[src/rtl/mem_port_arb_pkg.sv]
// Shared encodings for the memory port arbiter: FSM states, owner codes and
// stall-bus bit positions. Optional counters are enabled by MEM_ARB_PERF_CNT_EN.
package mem_port_arb_pkg;

  typedef enum logic [1:0] {
    ARB_IDLE = 2'b00,
    ARB_REQ  = 2'b01,
    ARB_WAIT = 2'b10,
    ARB_DONE = 2'b11
  } arb_state_e;

  typedef enum logic {
    ARB_OWN_INST = 1'b0,
    ARB_OWN_DATA = 1'b1
  } arb_owner_e;

  // Bit positions of the two requests on the pipeline stall bus.
  localparam int unsigned STALL_BIT_IF  = 32'd1;
  localparam int unsigned STALL_BIT_MEM = 32'd3;

  localparam int unsigned PERF_CNT_W = 32'd32;

endpackage

[src/rtl/mem_arb_perf.sv]
// Completion and wait-cycle counters for the arbiter; only instantiated when
// MEM_ARB_PERF_CNT_EN is defined. All counters wrap.
module mem_arb_perf
  import mem_port_arb_pkg::*;
(
  input  logic                  clk,
  input  logic                  rst,
  input  logic                  inc_inst,
  input  logic                  inc_data,
  input  logic                  inc_wait,
  output logic [PERF_CNT_W-1:0] perf_inst_cnt,
  output logic [PERF_CNT_W-1:0] perf_data_cnt,
  output logic [PERF_CNT_W-1:0] perf_wait_cnt
);

  logic [PERF_CNT_W-1:0] inst_cnt_r;
  logic [PERF_CNT_W-1:0] data_cnt_r;
  logic [PERF_CNT_W-1:0] wait_cnt_r;

  // Event counters, cleared by the asynchronous reset.
  always_ff @(posedge clk or negedge rst) begin
    if (!rst) begin
      inst_cnt_r <= 32'd0;
      data_cnt_r <= 32'd0;
      wait_cnt_r <= 32'd0;
    end else begin
      if (inc_inst) inst_cnt_r <= inst_cnt_r + 32'd1;
      if (inc_data) data_cnt_r <= data_cnt_r + 32'd1;
      if (inc_wait) wait_cnt_r <= wait_cnt_r + 32'd1;
    end
  end

  assign perf_inst_cnt = inst_cnt_r;
  assign perf_data_cnt = data_cnt_r;
  assign perf_wait_cnt = wait_cnt_r;

endmodule

[src/rtl/mem_port_arb.sv]
// Arbitrates one SRAM-like port between instruction fetch and data access.
// Define MEM_ARB_PERF_CNT_EN to add the perf_* counter outputs.
module mem_port_arb
  import mem_port_arb_pkg::*;
#(
  parameter int ADDR_W = 32,
  parameter int DATA_W = 32
) (
  input  logic                clk,
  input  logic                rst,
  input  logic                inst_req,
  input  logic [ADDR_W-1:0]   inst_addr,
  output logic                inst_valid,
  output logic [DATA_W-1:0]   inst_rdata,
  input  logic                data_req,
  input  logic [DATA_W/8-1:0] data_wen,
  input  logic [ADDR_W-1:0]   data_addr,
  input  logic [DATA_W-1:0]   data_wdata,
  output logic                data_valid,
  output logic [DATA_W-1:0]   data_rdata,
  output logic                mem_req,
  output logic                mem_wr,
  output logic [DATA_W/8-1:0] mem_wstrb,
  output logic [ADDR_W-1:0]   mem_addr,
  output logic [DATA_W-1:0]   mem_wdata,
  input  logic                mem_addr_ok,
  input  logic                mem_data_ok,
  input  logic [DATA_W-1:0]   mem_rdata,
`ifdef MEM_ARB_PERF_CNT_EN
  output logic [31:0]         perf_inst_cnt,
  output logic [31:0]         perf_data_cnt,
  output logic [31:0]         perf_wait_cnt,
`endif
  output logic                stallreq_if,
  output logic                stallreq_mem
);

  localparam int STRB_W = DATA_W / 8;

  arb_state_e          state_r, state_s;
  arb_owner_e          owner_r, grant_owner_s;
  logic                grant_s;
  logic                capture_s;
  logic [ADDR_W-1:0]   addr_r;
  logic [DATA_W-1:0]   wdata_r;
  logic [STRB_W-1:0]   wstrb_r;
  logic                inst_valid_r, data_valid_r;
  logic [DATA_W-1:0]   inst_rdata_r, data_rdata_r;

  // Next-state logic; data wins arbitration because MEM holds the older instruction.
  always_comb begin
    state_s       = state_r;
    grant_s       = 1'b0;
    grant_owner_s = ARB_OWN_INST;
    capture_s     = 1'b0;
    case (state_r)
      ARB_IDLE: begin
        if (data_req) begin
          grant_s       = 1'b1;
          grant_owner_s = ARB_OWN_DATA;
          state_s       = ARB_REQ;
        end else if (inst_req) begin
          grant_s       = 1'b1;
          grant_owner_s = ARB_OWN_INST;
          state_s       = ARB_REQ;
        end else begin
          state_s = ARB_IDLE;
        end
      end
      ARB_REQ: begin
        if (mem_addr_ok && mem_data_ok) begin
          capture_s = 1'b1;
          state_s   = ARB_DONE;
        end else if (mem_addr_ok) begin
          state_s = ARB_WAIT;
        end else begin
          state_s = ARB_REQ;
        end
      end
      ARB_WAIT: begin
        if (mem_data_ok) begin
          capture_s = 1'b1;
          state_s   = ARB_DONE;
        end else begin
          state_s = ARB_WAIT;
        end
      end
      ARB_DONE: state_s = ARB_IDLE;
      default:  state_s = ARB_IDLE;
    endcase
  end

  // State, request latches, completion pulses and per-owner read data.
  always_ff @(posedge clk or negedge rst) begin
    if (!rst) begin
      state_r      <= ARB_IDLE;
      owner_r      <= ARB_OWN_INST;
      addr_r       <= '0;
      wdata_r      <= '0;
      wstrb_r      <= '0;
      inst_valid_r <= 1'b0;
      data_valid_r <= 1'b0;
      inst_rdata_r <= '0;
      data_rdata_r <= '0;
    end else begin
      state_r      <= state_s;
      inst_valid_r <= capture_s && (owner_r == ARB_OWN_INST);
      data_valid_r <= capture_s && (owner_r == ARB_OWN_DATA);
      if (grant_s) begin
        owner_r <= grant_owner_s;
        if (grant_owner_s == ARB_OWN_DATA) begin
          addr_r  <= data_addr;
          wdata_r <= data_wdata;
          wstrb_r <= data_wen;
        end else begin
          addr_r  <= inst_addr;
          wdata_r <= '0;
          wstrb_r <= '0;
        end
      end
      if (capture_s && (owner_r == ARB_OWN_INST)) inst_rdata_r <= mem_rdata;
      // Writes leave the data-side read register untouched.
      if (capture_s && (owner_r == ARB_OWN_DATA) && (wstrb_r == '0)) data_rdata_r <= mem_rdata;
    end
  end

  assign mem_req    = (state_r == ARB_REQ);
  assign mem_wr     = |wstrb_r;
  assign mem_wstrb  = wstrb_r;
  assign mem_addr   = addr_r;
  assign mem_wdata  = wdata_r;
  assign inst_valid = inst_valid_r;
  assign data_valid = data_valid_r;
  assign inst_rdata = inst_rdata_r;
  assign data_rdata = data_rdata_r;

  // Gated by reset so every output is low while reset is held.
  assign stallreq_if  = rst & inst_req & ~inst_valid_r;
  assign stallreq_mem = rst & data_req & ~data_valid_r;

`ifdef MEM_ARB_PERF_CNT_EN
  mem_arb_perf u_perf (
    .clk           (clk),
    .rst           (rst),
    .inc_inst      (inst_valid_r),
    .inc_data      (data_valid_r),
    .inc_wait      ((state_r == ARB_REQ) || (state_r == ARB_WAIT)),
    .perf_inst_cnt (perf_inst_cnt),
    .perf_data_cnt (perf_data_cnt),
    .perf_wait_cnt (perf_wait_cnt)
  );
`endif

endmodule
[config.mk]
export PLATFORM = sky130hd
export DESIGN_NAME = mem_port_arb
export DESIGN_NICKNAME = d
export VERILOG_FILES = /design/src/rtl/mem_port_arb_pkg.sv /design/src/rtl/mem_arb_perf.sv /design/src/rtl/mem_port_arb.sv
export SDC_FILE = /design/constraint.sdc
export NUM_CORES = 1
export LEC_CHECK = 0
export BUFFER_PORTS_ARGS = -buffer_cell sky130_fd_sc_hd__buf_2
export CAP_MARGIN = 20
export CORE_ASPECT_RATIO = 0.5
export CORE_UTILIZATION = 49
export CTS_CLUSTER_DIAMETER = 50
export DETAILED_ROUTE_END_ITERATION = 8
export PLACE_DENSITY_LB_ADDON = 0.05
export REMOVE_ABC_BUFFERS = 1
export SETUP_SLACK_MARGIN = 0.5
export SYNTH_ARGS = -nofsm -noshare
export SYNTH_HDL_FRONTEND = slang
export SYNTH_SLANG_ARGS = --single-unit
[constraint.sdc]
create_clock -name clk -period 5 [get_ports clk]
set_input_delay 0.5 -clock clk [delete_from_list [all_inputs] [get_ports clk]]
set_output_delay 0.5 -clock clk [all_outputs]
set_load 0.005 [all_outputs]
==> impl_metrics.yaml, run 1 <==
synthesis:
  netlist_area_um2: 5560
  ys_top_cells_by_area: "dfrtp_1 (62%), mux2_2 (13%), a22o_1 (5.7%)"
  synth_cells: 428
  yosysMostFrequentCell: "dfrtp_1"
  yosys.area.top_type: "dfrtp_1"
  yosysWarnings: 0
  synthTopCellsByCount: "dfrtp_1 (137), mux2_2 (62), a22o_1 (36), a21oi_1 (34), o21ai_0 (34)"
  async_flop_share_pct: 100
  syn_area_per_cell_um2: 13.0
  synth_top_area_share_pct: 61.6
  synth_edf_count: 0
  ys_seq_elements: 137
  ys_seq_area_share_pct: 61.6
  yosys_most_used_dff: "dfrtp_1"
  synth_cell_types: 23
clocking:
  cts_resized: 0
  cts_num_sinks: 137
  htreeDepth: 4
  cts_root_buf: "clkbuf_16"
  clock_latency_ns: 0.41
  cts_tree: "done"
  cts_buffers: 17
  post_cts_buffers: 0
  cts.path.max_buffers: 2
  clk_pin_slew_ns: 0.06
  ctsHoldBuffers: 0
sta:
  fmax_mhz: 400
  finalSetupViolations: 0
  min_period_over_period_pct: 49.9
  grt_setup_unrepaired: "false"
  tightest_slew_ns: 1.03
  skew_ns: 0.0121
  fin_tns_setup_ns: 0
  finalMaxSlewViolations: 0
  layout_min_cycle_time_ns: 2.50
  finalHoldViolCount: 0
  slew_headroom_pct: 31.1
route:
  num_vias: 4561
  via_per_inst: 5.33
  drc: 14
  wl_per_cell_um: 16.6
  drt-total-wl_mm: 14.2
  drt_iter0_drc: 306
  drtPass1Iterations: 9
  ant_nets: 0
setup_path:
  critPathRequiredTime_ns: 5.24
  r2r-start: "state_r[0]"
  crit_slowest_cell: "nand2_1"
  cp-start-kind: "flip-flop"
  reg2reg_to: "mem_addr[17]"
  end_kind: "flip-flop"
  reg2reg_depth: 7
  cp_max_fo: 67
  critPathMaxStageDelay_ns: 0.55
  path_cells: "inv_1 -> ha_2 -> buf_4 -> nand2_1 -> buf_8 -> o22ai_1 -> a21oi_1"
  ff2ff_setup_slack_ns: 2.50
  worst-setup-path-type: "flip-flop to flip-flop"
  crit_arrival_ns: 2.73
floorplanning:
  die_w_um: 153
  io_pins: 276
  core_area_um2: 11000
  die_area_um2: 11800
  initial_core_util_pct: 50.5
  die_y_um: 77.4
  core.rowCount: 27
power:
  cellLeakagePower_nw: 3.92
  ir_worst_vdd_mv: 0.267
  power_density_nw_per_um2: 629
final_layout:
  design_area_um2: 7710
  fill_cells: 851
  area_growth_syn_to_layout_pct: 38.5
  layout.nets: 840
  n_antenna_cell: 0
  drive_gt1_share_pct: 53.7
placed_design:
  hpwl_mm: 9.64
  dpl_cell_area_um2: 7060
  gp_congestion: 0.781
  port_buffers: 275
grt:
  grt-busiest-layer: "met2"
  grt_use_met2_pct: 41.9
  grt_first_pass_wirelength_mm: 23.3
  grt_overflow: 0
  met3_usage_pct: 9.39
  grt_pass1_vias: 4746
  use_met1_pct: 30.3
  grtUsageTotal_pct: 25.2
  grt_max_degree: 87
  antenna_found_initial: 0
run_status:
  violations: "DRC"
  status: "finished, violations left"
run:
  maxCapViolCount: 0
hold_path:
  hp-class: "primary input to asynchronous set/reset pin"
==> where the power goes <==
part           switching (W)  leakage (nW)  internal [W]
registers           0.000275          1.70       0.00160
logic               0.000811          1.93      0.000854
clock network       0.000487         0.290      0.000818
total                0.00157          3.92       0.00327
==> logic make-up (layout without fill, tap and decap cells) <==
family / after synthesis / count (layout) / share of synthesized area, %
AO/OA/AOI/OAI: 138 / 138 / 15.6
buffers and inverters: 37 / 320 / 2.97
adder cells (fa/ha/maj): 4 / 4 / 0.900
multiplexers: 64 / 64 / 13.0
AND/OR/NAND/NOR: 48 / 48 / 5.96
flip-flops: 137 / 137 / 61.6
==> sequential cells by signal, indices dropped and copies added, names as in the netlist, 4 cells and up, named ones only <==
signal	flops
data_rdata	32
inst_rdata	32
mem_addr	32
mem_wdata	32
mem_wstrb	4
==> critical path, delay by kind of cell, from the launching register on <==
kind | cells | cell delay (ns)
simple gates | 1 | 0.55
buf+inv | 3 | 0.97
flops | 1 | 0.41
compound gates | 2 | 0.21
fa+ha+maj | 1 | 0.18
==> worst max path at each step <==
stage | from | endpoint | slack [ns] | cells past startpoint
floorplan | state_r[0] | mem_wdata[0] | 1.75 | 4
global placement | state_r[0] | mem_addr[1] | 2.37 | 6
detailed placement | state_r[0] | mem_addr[17] | 2.49 | 7
CTS | state_r[0] | mem_addr[17] | 2.50 | 7
global route | state_r[0] | mem_addr[14] | 2.26 | 7
finish | state_r[0] | mem_addr[17] | 2.50 | 7
==> layout make-up <==
| class | instances | area [µm²] | area share, % |
|---|---|---|---|
| clock buffer | 20 | 457 | 5.93 |
| clock inverter | 12 | 164 | 2.13 |
| inverter | 4 | 15.0 | 0.195 |
| multi-input combinational | 254 | 1980 | 25.7 |
| sequential | 137 | 3430 | 44.5 |
| tap | 145 | 181 | 2.35 |
| timing repair buffer | 284 | 1480 | 19.2 |
==> stage by stage <==
| stage | setup WS (ns) | utilization, % | hold WS [ns] | cells | power, W |
|---|---|---|---|---|---|
| 5_1_grt | 2.26 | 70.0 | 0.0596 | 856 | 0.00518 |
| 4_1_cts | 2.50 | 69.7 | 0.0552 | 855 | 0.00488 |
| 6_report | 2.50 | 70.0 | 0.0437 | 856 | 0.00484 |
| 3_5_place_dp | 2.49 | 64.1 | 0.469 | 823 | 0.00356 |
| 2_1_floorplan | 1.75 | - | 0.204 | 395 | 0.00274 |
| 3_3_place_gp | 2.37 | 64.0 | 0.464 | 822 | 0.00349 |
==> layer usage <==
metal  wire length (µm)  vias up
met5                  0        -
met3               1110       27
li1                   -     2132
met2               6920      168
met4                316        0
met1               5860     2234
==> cells in the final DEF (no fill, tap or decap) <==
cell,count
clkinvlp_4,4
or4_4,1
ha_2,1
buf_16,1
a21oi_1,34
nand3_1,2
nor2_1,4
nor3_4,2
nand2_1,6
clkbuf_16,17
dfrtp_1,137
clkbuf_8,2
nand3b_1,32
inv_6,3
mux2_2,62
o31ai_1,1
clkinv_4,2
and2_1,1
clkbuf_1,1
o21ai_0,34
inv_1,4
buf_4,7
o21ai_2,1
buf_6,1
buf_2,274
ha_1,3
a22o_1,36
bufinv_16,3
mux2_1,2
buf_8,1
o22ai_1,32
(Power assumes the default switching activity.)
==> run 2, diff against run 1 <==
Settings changed: CORE_UTILIZATION 49 to 46.
Clock period 5 ns to 2.56 ns, I/O delays scaled along.
==> impl_metrics.yaml, run 2 (synthesis gave the netlist of run 1 again) <==
floorplanning:
  die_w_um: 158
  initial_core_util_pct: 48.9
  die_area_um2: 12600
  io_pins: 276
  core.rowCount: 27
  die_y_um: 79.8
  core_area_um2: 11400
sta:
  layout_min_cycle_time_ns: 1.93
  finalMaxSlewViolations: 0
  slew_headroom_pct: 58.0
  timing.hold.ws_ns: 0.0691
  tightest_slew_ns: 0.628
  fmax_mhz: 517
  layout_setup_ws_ns: 0.626
  skew_ns: 0.0114
  finalHoldViolCount: 0
  fin_tns_setup_ns: 0
  finalSetupViolations: 0
  grt_setup_unrepaired: "false"
  min_period_over_period_pct: 75.6
final_layout:
  n_antenna_cell: 0
  area_growth_syn_to_layout_pct: 40.3
  fill_cells: 901
  final_cell_mix: "buf_2 (274), dfrtp_1 (137), mux2_2 (62)"
  layout.nets: 843
  drive_gt1_share_pct: 53.9
  post-route-util_pct: 68.6
  layout_commonest_cell: "buf_2"
  design_area_um2: 7810
clocking:
  cts_root_buf: "clkbuf_16"
  htreeDepth: 4
  cts.path.max_buffers: 2
  cts_buffers: 17
  post_cts_buffers: 0
  cts_tree: "done"
  clk_pin_slew_ns: 0.06
  clock_latency_ns: 0.41
  cts_num_sinks: 137
run:
  maxCapViolCount: 0
setup_path:
  worst-setup-path-type: "flip-flop to flip-flop"
  cp-start-kind: "flip-flop"
  critPathRequiredTime_ns: 2.85
  end_kind: "flip-flop"
  cp_max_fo: 33
  crit_arrival_ns: 2.22
run_status:
  status: "finished clean"
route:
  drc: 0
  num_vias: 4488
  drt_iter0_drc: 272
  wl_per_cell_um: 16.6
  via_per_inst: 5.14
  drt-total-wl_mm: 14.5
  drtPass1Iterations: 5
  ant_nets: 0
hold_path:
  hp-class: "primary input to flip-flop"
  hold_start: "data_wdata[2]"
placed_design:
  gp_congestion: 0.790
  port_buffers: 275
  place_worst_setup_slack_ns: 0.496
  dpl_cell_area_um2: 7130
  hpwl_mm: 10.1
grt:
  grt_max_degree: 67
  antenna_found_initial: 1
  grt_pass1_vias: 4469
  grt_overflow: 0
  grt_first_pass_wirelength_mm: 22.8
  grtUsageTotal_pct: 24.0
power:
  ir_worst_vdd_mv: 0.530
  power_density_nw_per_um2: 1240
  cellLeakagePower_nw: 3.97
run 2: path summary, 6_finish.rpt:
| kind | to | slack, ns | cells past startpoint |
|---|---|---|---|
| max in group asynchronous | mem_addr[26] | 1.34 | 3 |
| min reg2reg | data_rdata[5] | 0.48 | 1 |
| min | mem_wdata[2] | 0.07 | 2 |
| min in group asynchronous | mem_wdata[11] | 0.34 | 2 |
| max reg2reg | inst_rdata[24] | 0.63 | 6 |
| max | inst_rdata[24] | 0.63 | 6 |
run 2: critical path, stage by stage (launching register included):
cell and delay [ns]:
dfrtp_1 0.38, inv_1 0.12, ha_1 0.24, a21oi_1 0.18
nor3_4 0.20, buf_6 0.30, mux2_2 0.37
run 2: power by group:
part,internal [W],switching [W],leakage [nW],total (W)
logic,0.00170,0.00160,1.95,0.00329
clock network,0.00176,0.000945,0.317,0.00271
registers,0.00312,0.000536,1.70,0.00366
run 2: metrics by stage:
stage	cells	total power [W]
after floorplan	395	0.00535
after global placement	840	0.00690
after detailed placement	840	0.00700
after CTS	873	0.00976
after global routing	873	0.0103
final	873	0.00966
run 2: cell type report:
type                            instances  area [µm²]  share of cell area, %
Inverter                                4        15.0                  0.192
Clock inverter                         14         219                   2.80
Tap cell                              159         199                   2.55
Timing Repair Buffer                  287        1520                   19.5
Sequential cell                       137        3430                   43.9
Multi-Input combinational cell        254        1980                   25.4
Clock buffer                           18         439                   5.62
run 2: timing repair:
item / 4_1_cts / 5_1_grt
resized for setup: 1 / 3
endpoints found under the hold margin: 39 / 0
cloned: 0 / 0
hold buffers: 1 / 0
setup endpoints to repair: 25 / 68
run 2: per-layer routing:
metal | GRT usage [%] | part of all wire [%] | vias up
met5 | 0 | 0.090 | -
met4 | 8.45 | 1.3 | 2
met3 | 8.79 | 7.8 | 17
met2 | 39.6 | 49 | 146
met1 | 29.3 | 42 | 2183
li1 | - | - | 2140
==> run 3, diff against run 2 <==
Settings changed: CORE_UTILIZATION 46 to 41.
Clock period 2.56 ns to 1.7 ns, I/O delays scaled along.
==> impl_metrics.yaml, run 3 (synthesis gave the netlist of run 1 again) <==
placed_design:
  hpwl_mm: 10.2
  placed_cells: 864
  gp_congestion: 0.760
  dpl_cell_area_um2: 7260
  port_buffers: 275
floorplanning:
  die_area_um2: 14100
  core.rowCount: 29
  core_area_um2: 13000
  initial_core_util_pct: 43.0
  die_w_um: 167
  io_pins: 276
  die_y_um: 84.4
clocking:
  cts_root_buf: "clkbuf_16"
  cts_num_sinks: 137
  htreeDepth: 4
  cts.path.max_buffers: 2
  clock_latency_ns: 0.42
  clk_pin_slew_ns: 0.07
  cts_tree: "done"
  cts_buffers: 17
route:
  drt_iter0_drc: 305
  drtPass1Iterations: 4
  ant_nets: 0
  num_vias: 5400
  wl_per_cell_um: 20.3
  drt-total-wl_mm: 20.8
  via_per_inst: 5.27
  drc: 0
final_layout:
  fill_cells: 733
  design_area_um2: 10500
  layout.nets: 983
  seq_area_um2: 3430
  area_growth_syn_to_layout_pct: 89.3
  stdcell_count: 1024
  final_cell_mix: "buf_2 (268), dfrtp_1 (136), mux2_4 (60)"
  multiInputGateArea_um2: 2640
  layout_commonest_cell: "buf_2"
  n_antenna_cell: 0
  drive_gt1_share_pct: 61.5
grt:
  grtUsageTotal_pct: 28.0
  grt_first_pass_wirelength_mm: 30.2
  grt_overflow: 0
  grt_max_degree: 56
  antenna_found_initial: 0
  grt_pass1_vias: 5601
setup_path:
  cp_max_fo: 8
  ff2ff_setup_slack_ns: -0.23
  end_kind: "flip-flop"
  r2r-start: "mem_wstrb[1]"
  path_cells: "or4_4 -> nor3_4 -> buf_6 -> clkbuf_16 -> mux2_2"
  critPathRequiredTime_ns: 2.00
  cp-start-kind: "flip-flop"
  crit_slowest_cell: "or4_4"
  reg2reg_to: "data_rdata[28]"
  worstSetupStartpoint: "mem_wstrb[1]"
  crit_arrival_ns: 2.23
  worst-setup-path-type: "flip-flop to flip-flop"
  critPathMaxStageDelay_ns: 0.57
  reg2reg_depth: 5
sta:
  fin_tns_setup_ns: -10.34
  slew_headroom_pct: 60.4
  layout_min_cycle_time_ns: 1.93
  finalHoldViolCount: 0
  fmax_mhz: 518
  finalMaxSlewViolations: 0
  timing.hold.ws_ns: 0.00470
  skew_ns: 0.0138
  layout_setup_ws_ns: -0.231
  grt_setup_unrepaired: "true"
  finalSetupViolations: 66
  tightest_slew_ns: 0.592
  min_period_over_period_pct: 114
hold_path:
  worstHoldPathCells: 2
  hp-class: "primary input to flip-flop"
  min_to: "mem_wstrb[0]"
  hold_start: "data_wen[0]"
power:
  ir_worst_vdd_mv: 0.953
  finalPower_w: 0.0200
  cellLeakagePower_nw: 5.14
  power_density_nw_per_um2: 1900
run_status:
  status: "finished, violations left"
  violations: "setup timing"
run:
  maxCapViolCount: 0
==> run 3: changes by cell type in the layout (fill, tap and decap cells not counted), sizes merged <==
cell	before	now
inv	7	15
bufinv	5	0
clkbuf	18	22
dlygate4sd3	1	59
clkinvlp	2	0
buf	286	363
==> run 3: worst max-delay path by stage <==
stage                endpoint  slack [ns]  depth (start not counted)
2_1_floorplan    mem_wdata[0]       -1.55                          4
3_3_place_gp    data_rdata[4]       -0.16                          4
3_5_place_dp    data_rdata[7]       -0.18                          4
4_1_cts        data_rdata[14]       -0.14                          5
5_1_grt        data_rdata[28]       -0.27                          5
6_report       data_rdata[28]       -0.23                          5
==> run 3: final cells by class <==
cell class	instances	share of cell area (%)
Sequential cell	137	32.6
Timing Repair Buffer	427	34.7
Tap cell	170	2.02
Clock buffer	17	4.04
Multi-Input combinational cell	254	25.1
Clock inverter	15	1.43
Inverter	4	0.143
==> run 3: report_power, final <==
group / total, W / switching [W] / internal, W / leakage (nW)
registers: 0.00575 / 0.00105 / 0.00470 / 1.70
logic: 0.0107 / 0.00409 / 0.00658 / 3.15
clock network: 0.00362 / 0.00166 / 0.00196 / 0.287
==> run 3: per-stage QoR <==
stage / setup WS (ns) / utilization [%]
3_3_place_gp: -0.159 / 56.1
3_5_place_dp: -0.179 / 56.1
5_1_grt: -0.270 / 81.3
2_1_floorplan: -1.55 / -
4_1_cts: -0.142 / 76.5
6_report: -0.231 / 81.3
==> run 3: critical path: cells and delay by family (launching register included) <==
family | cells | cell delay, ns
simple gates | 2 | 0.77
flops | 1 | 0.38
buf+inv | 2 | 0.33
mux | 1 | 0.33
==> run 3: repair_timing <==
action                                  in CTS  in global routing
cloned                                      24                  5
hold buffers                                60                  0
resized for setup                          137                 97
endpoints found under the setup margin     141                143
pin swaps                                   34                 19
endpoints found under the hold margin      102                  0
buffers inserted                            33                  6
==> run 3: metal layers <==
layer / part of all wire, % / GRT usage, %
met4: 1.4 / 9.76
met3: 5.7 / 6.79
met1: 42 / 35.0
met2: 51 / 48.2
met5: 0 / 0
